<file path="src/rtl/conv_cfg_pkg.sv">
// conv_cfg_pkg: shared types and defaults for the convolution coefficient controller
package conv_cfg_pkg;
  typedef enum logic [1:0] {IDLE, LOAD, PENDING, COMMIT} cfg_state_t;
  localparam int NUM_COEF_DEF = 25;
  localparam int COEF_W_DEF = 16;
  typedef logic signed [COEF_W_DEF-1:0] coef_t;
endpackage

</file>
<file path="src/rtl/coef_bank.sv">
// coef_bank: coefficient register array with indexed write, bulk load and registered read
module coef_bank #(
  parameter int N = 25,
  parameter int W = 16,
  parameter logic [W-1:0] RESET_CENTER = 'h0100,
  localparam int AW = $clog2(N)
) (
  input  logic                clk,
  input  logic                rst,
  input  logic                we,
  input  logic [AW-1:0]       waddr,
  input  logic signed [W-1:0] wdata,
  input  logic                load,
  input  logic signed [W-1:0] load_data [N],
  input  logic [AW-1:0]       raddr,
  output logic signed [W-1:0] rdata,
  output logic signed [W-1:0] q [N]
);
  logic signed [W-1:0] mem_q [N];
  logic signed [W-1:0] mem_d [N];
  logic signed [W-1:0] rdata_q, rdata_d;
  // bulk load replaces every word at once; otherwise at most one word is written
  always_comb begin
    for (int i = 0; i < N; i++) mem_d[i] = load ? load_data[i] : (we && waddr == AW'(i)) ? wdata : mem_q[i];
    rdata_d = (int'(raddr) < N) ? mem_q[raddr] : '0;
  end
  // storage and read register; reset yields the identity kernel
  always_ff @(posedge clk) begin
    if (rst) begin
      for (int i = 0; i < N; i++) mem_q[i] <= (i == N / 2) ? RESET_CENTER : '0;
      rdata_q <= '0;
    end else begin
      mem_q   <= mem_d;
      rdata_q <= rdata_d;
    end
  end
  assign q     = mem_q;
  assign rdata = rdata_q;
endmodule

</file>
<file path="src/rtl/conv_coef_ctrl.sv">
// conv_coef_ctrl: loads kernel coefficients into a shadow bank and commits them on frame start
module conv_coef_ctrl
  import conv_cfg_pkg::*;
#(
  parameter int NUM_COEF = NUM_COEF_DEF,
  parameter int COEF_W = COEF_W_DEF,
  parameter logic [COEF_W-1:0] RESET_CENTER = 'h0100,
  localparam int AW = $clog2(NUM_COEF),
  localparam int CW = $clog2(NUM_COEF + 1)
) (
  input  logic                     clk,
  input  logic                     rst,
  input  logic                     vs_i,
  input  logic                     cfg_start,
  input  logic                     cfg_write,
  input  logic signed [COEF_W-1:0] cfg_data,
  input  logic [AW-1:0]            rd_addr,
  output logic signed [COEF_W-1:0] rd_data,
  output logic signed [COEF_W-1:0] coef_o [NUM_COEF],
  output logic                     busy_o,
  output logic [CW-1:0]            wr_cnt_o,
  output logic                     coef_updated_o,
  output logic                     cfg_err_o
);
  cfg_state_t state_q, state_d;
  logic [CW-1:0] wr_cnt_q, wr_cnt_d;
  logic vs_q, busy_q, busy_d, upd_q, upd_d, err_q, err_d, wr_en, commit;
  logic vs_rise;
  logic signed [COEF_W-1:0] shadow_q [NUM_COEF];
  logic signed [COEF_W-1:0] shadow_rd_unused;
  assign vs_rise = vs_i & ~vs_q;
  // next state, write/commit strobes and error tracking
  always_comb begin
    state_d  = state_q;
    wr_cnt_d = wr_cnt_q;
    err_d    = err_q;
    wr_en    = 1'b0;
    commit   = 1'b0;
    case (state_q)
      IDLE: begin
        state_d  = cfg_start ? LOAD : IDLE;
        wr_cnt_d = '0;
        err_d    = err_q | (cfg_write & ~cfg_start);
      end
      LOAD: begin
        wr_en    = cfg_write & ~cfg_start;
        wr_cnt_d = cfg_start ? '0 : wr_en ? wr_cnt_q + 1'b1 : wr_cnt_q;
        state_d  = (wr_en && wr_cnt_q == CW'(NUM_COEF - 1)) ? PENDING : LOAD;
      end
      PENDING: begin
        state_d  = cfg_start ? LOAD : vs_rise ? COMMIT : PENDING;
        wr_cnt_d = cfg_start ? '0 : wr_cnt_q;
        err_d    = err_q | (cfg_write & ~cfg_start);
      end
      default: begin
        commit   = 1'b1;
        state_d  = IDLE;
        wr_cnt_d = '0;
        err_d    = err_q | cfg_write | cfg_start;
      end
    endcase
    busy_d = state_d != IDLE;
    upd_d  = commit;
  end
  // control registers; the update pulse lands with the freshly loaded active bank
  always_ff @(posedge clk) begin
    if (rst) begin
      state_q  <= IDLE;
      wr_cnt_q <= '0;
      vs_q     <= 1'b0;
      busy_q   <= 1'b0;
      upd_q    <= 1'b0;
      err_q    <= 1'b0;
    end else begin
      state_q  <= state_d;
      wr_cnt_q <= wr_cnt_d;
      vs_q     <= vs_i;
      busy_q   <= busy_d;
      upd_q    <= upd_d;
      err_q    <= err_d;
    end
  end
  coef_bank #(.N(NUM_COEF), .W(COEF_W), .RESET_CENTER(RESET_CENTER)) u_shadow (
    .clk(clk), .rst(rst), .we(wr_en), .waddr(AW'(wr_cnt_q)), .wdata(cfg_data),
    .load(1'b0), .load_data(coef_o), .raddr('0), .rdata(shadow_rd_unused), .q(shadow_q)
  );
  coef_bank #(.N(NUM_COEF), .W(COEF_W), .RESET_CENTER(RESET_CENTER)) u_active (
    .clk(clk), .rst(rst), .we(1'b0), .waddr('0), .wdata('0),
    .load(commit), .load_data(shadow_q), .raddr(rd_addr), .rdata(rd_data), .q(coef_o)
  );
  assign busy_o         = busy_q;
  assign wr_cnt_o       = wr_cnt_q;
  assign coef_updated_o = upd_q;
  assign cfg_err_o      = err_q;
endmodule

</file>
<file path="config.mk">
export PLATFORM = sky130hd
export DESIGN_NAME = conv_coef_ctrl
export DESIGN_NICKNAME = d
export VERILOG_FILES = /design/src/rtl/conv_cfg_pkg.sv /design/src/rtl/coef_bank.sv /design/src/rtl/conv_coef_ctrl.sv
export SDC_FILE = /design/constraint.sdc
export NUM_CORES = 2
export LEC_CHECK = 0
export ABC_AREA = 0
export CORE_MARGIN = 2
export CORE_UTILIZATION = 35
export CTS_BUF_LIST = sky130_fd_sc_hd__clkbuf_4
export DETAILED_ROUTE_END_ITERATION = 16
export PLACE_DENSITY = 0.59
export SYNTH_ARGS = -nofsm -noshare
export SYNTH_HDL_FRONTEND = slang
export SYNTH_SLANG_ARGS = --single-unit
</file>
<file path="constraint.sdc">
create_clock -name clk -period 3.35 [get_ports clk]
set_clock_uncertainty 0.05 [all_clocks]
set_input_delay 0.8375 -clock clk [delete_from_list [all_inputs] [get_ports clk]]
set_output_delay 0.8375 -clock clk [all_outputs]
set_load 0.005 [all_outputs]
</file>
==> out/summary.txt <==
CTS tree - done
Synthesized Nets - 2614
PD cells - 491 nW/um2
CTS Root Cell - clkbuf_4
sequential area share after synthesis - 53.8%
final setup fails - 0
Worst-Margin Slew - 1.01 ns
Post-DP HPWL - 78.2 mm
Design Area, Final - 38900 um2
drt pass-1 iters - 5
Die ar. - 90300 um2
RSZ-0062 raised after global routing - false
pin count of the biggest net entering global routing - 157
CTS buffer count - 213
detailed router's first-iteration violation count - 2030
ratio of final minimum period to clock period - 93.7%
initial core utilization - 35.4%
Skew-Pair Late Insertion Delay - 1.12 ns
Crit. End Element - primary output
commonest non-fill, non-tap cell in the layout - dfxtp_1
fin nets - 3108
port buffer count - 449
Worst slew margin - 32.4%
total chip power - 19.1 mW
Core ar. - 86900 um2
number of failing hold endpoints at the final stage - 0
peak supply drop - 0.286 mV
Startpoint Class - flip-flop
delay-heaviest family, CP - buffers and inverters
vias per std cell - 5.38
Top Ports - 450
fin crit period - 3.14 ns
initial antenna violation count - 3
Die H - 300 um
critical path data required time - 2.46 ns
row count - 108
Final ANT Viol Nets - 0
total grt overflow - 0
wire per inst - 26.4 um
Synth-to-Final Area Change - 26.4%
Avg Inst Size Synth - 11.9 um2
vias in the first global route - 23000
Placed Instance Area - 36200 um2
share of layout cells above drive strength 1 - 17.3%
DR vias - 23600
worst setup path class - reg2out
Setup TNS Final - 0 ns
Sink Count - 827
Post-CTS Setup Bufs - 0
Syn. warnings - 0
Tot GR Track Use - 25.0%
Hold WC Path Type - in2reg
post-synthesis cell count - 2583
largest fanout on the critical path - 10
htree depth - 4
worst path cell trace - clkdlybuf4s50_1
Crit path largest cell delay - 0.61 ns
Final Wtd Congestion - 0.872
f_max - 319 MHz
Slowest-stage cell, CP - clkdlybuf4s50_1
FFs w/ async S/R, synth - 0%
#FFs+latches synth - 827
Bufs and invs on worst path - 1
Mapped Area - 30800 um2
Max clock buf depth - 3
Worst EP arrival - 2.25 ns
commonest non-fill, non-tap cells in the layout - dfxtp_1 (827), clkdlybuf4s50_1 (446), a22o_1 (408)
Yosys cell types - 54
fin util - 44.7%
status - finished, final reports clean
Max Cap Violations - 0
Detailed Route WL - 116 mm
global-route wire length before repair - 165 mm
Post-synth EDFFs - 0
Slew Limit Fails - 0
Leak Pwr - 17.1 nW
clock-pin slew on the worst setup and hold paths - 0.07 ns
top_reg_cell synth - dfxtp_1
die width - 300 um
# DRC - 0
[path summary, 6_finish.rpt]
path / cells after the start / slack (ns) / endpoint / startpoint
setup reg to reg: 4 / 0.86 / u_shadow.q[132] / wr_cnt_o[4]
hold / removal: 2 / 0.34 / vs_q / vs_i
setup / recovery: 1 / 0.21 / wr_cnt_o[2] / wr_cnt_o[2]
hold reg to reg: 1 / 0.37 / u_active.q[201] / u_shadow.q[201]
[cells by family (layout without fill, tap and decap cells)]
logic type | after synthesis | count (layout) | share of synthesized area (%)
buffers and inverters | 263 | 911 | 4.60
multiplexers | 487 | 487 | 19.8
AND/OR/NAND/NOR | 504 | 504 | 7.83
AO/OA/AOI/OAI | 496 | 496 | 13.7
XOR/XNOR | 1 | 1 | 0.0285
adder cells (fa/ha/maj) | 5 | 5 | 0.203
other | 0 | 10 | 0
flip-flops | 827 | 827 | 53.8
[Yosys cell counts, types with 2 or more instances]
cell | n | area share [%]
a211o_1 | 2 | 0.057
a21oi_1 | 22 | 0.36
a221oi_1 | 4 | 0.11
a221oi_2 | 5 | 0.24
a22o_1 | 408 | 12
a22oi_1 | 17 | 0.41
a31o_2 | 7 | 0.20
a31oi_1 | 16 | 0.33
and2_1 | 3 | 0.061
and3_1 | 2 | 0.041
and3b_1 | 3 | 0.085
buf_12 | 5 | 0.33
buf_2 | 51 | 0.83
buf_4 | 11 | 0.27
buf_6 | 32 | 1.2
clkbuf_1 | 154 | 1.9
dfxtp_1 | 827 | 54
ha_1 | 5 | 0.20
inv_1 | 7 | 0.085
mux2i_1 | 391 | 13
mux4_1 | 3 | 0.26
mux4_2 | 93 | 6.8
nand2_1 | 58 | 0.71
nand2b_1 | 4 | 0.081
nand3_4 | 2 | 0.11
nand4_4 | 20 | 1.4
nor2_1 | 390 | 4.8
nor2_2 | 2 | 0.041
nor2b_1 | 6 | 0.12
nor3_2 | 2 | 0.065
o221ai_1 | 7 | 0.20
or2_2 | 2 | 0.041
[flip-flops by register name, summed over array words and instances (netlist names)]
signal	count
busy_o	1
cfg_err_o	1
coef_updated_o	1
state_q	2
u_active.q	400
u_active.rdata	16
u_shadow.q	400
vs_q	1
wr_cnt_o	5
[per-layer routing]
metal / vias to the layer above / wire (um) / track usage, %
met5: - / 11 / 0
met1: 11900 / 49100 / 32.6
li1: 10500 / - / -
met4: 2 / 3630 / 9.52
met2: 990 / 53500 / 39.1
met3: 175 / 9650 / 7.14
[where the power goes]
| group | switching, mW | total, mW | internal [mW] |
|---|---|---|---|
| registers | 0.0114 | 9.85 | 9.84 |
| logic | 0.492 | 0.679 | 0.187 |
| clock network | 4.23 | 8.55 | 4.31 |
[per-stage QoR]
step,std cells,hold slack [ns],setup WS (ns)
after floorplan,2583,0.386,1.02
after global placement,4016,0.392,0.268
after detailed placement,4016,0.397,0.253
after CTS,4386,0.238,0.0673
after global routing,4391,0.275,0.0755
final,4396,0.338,0.212
[final cells by class]
cell class                 instances  area (um2)
fill                            8096       48000
sequential                       827       16600
multi-input combinational       1493       12800
timing repair buffer             534        5350
clock buffer                     309        2320
tap                             1155        1450
clock inverter                    60         319
inverter                           8        30.0
antenna                           10        25.0
[timing repair]
item,4_1_cts,5_1_grt
gates resized for setup,0,0
endpoints found under the hold margin,7,0
hold buffers,1,0
No activity file was read; power rests on OpenSTA's default activity.
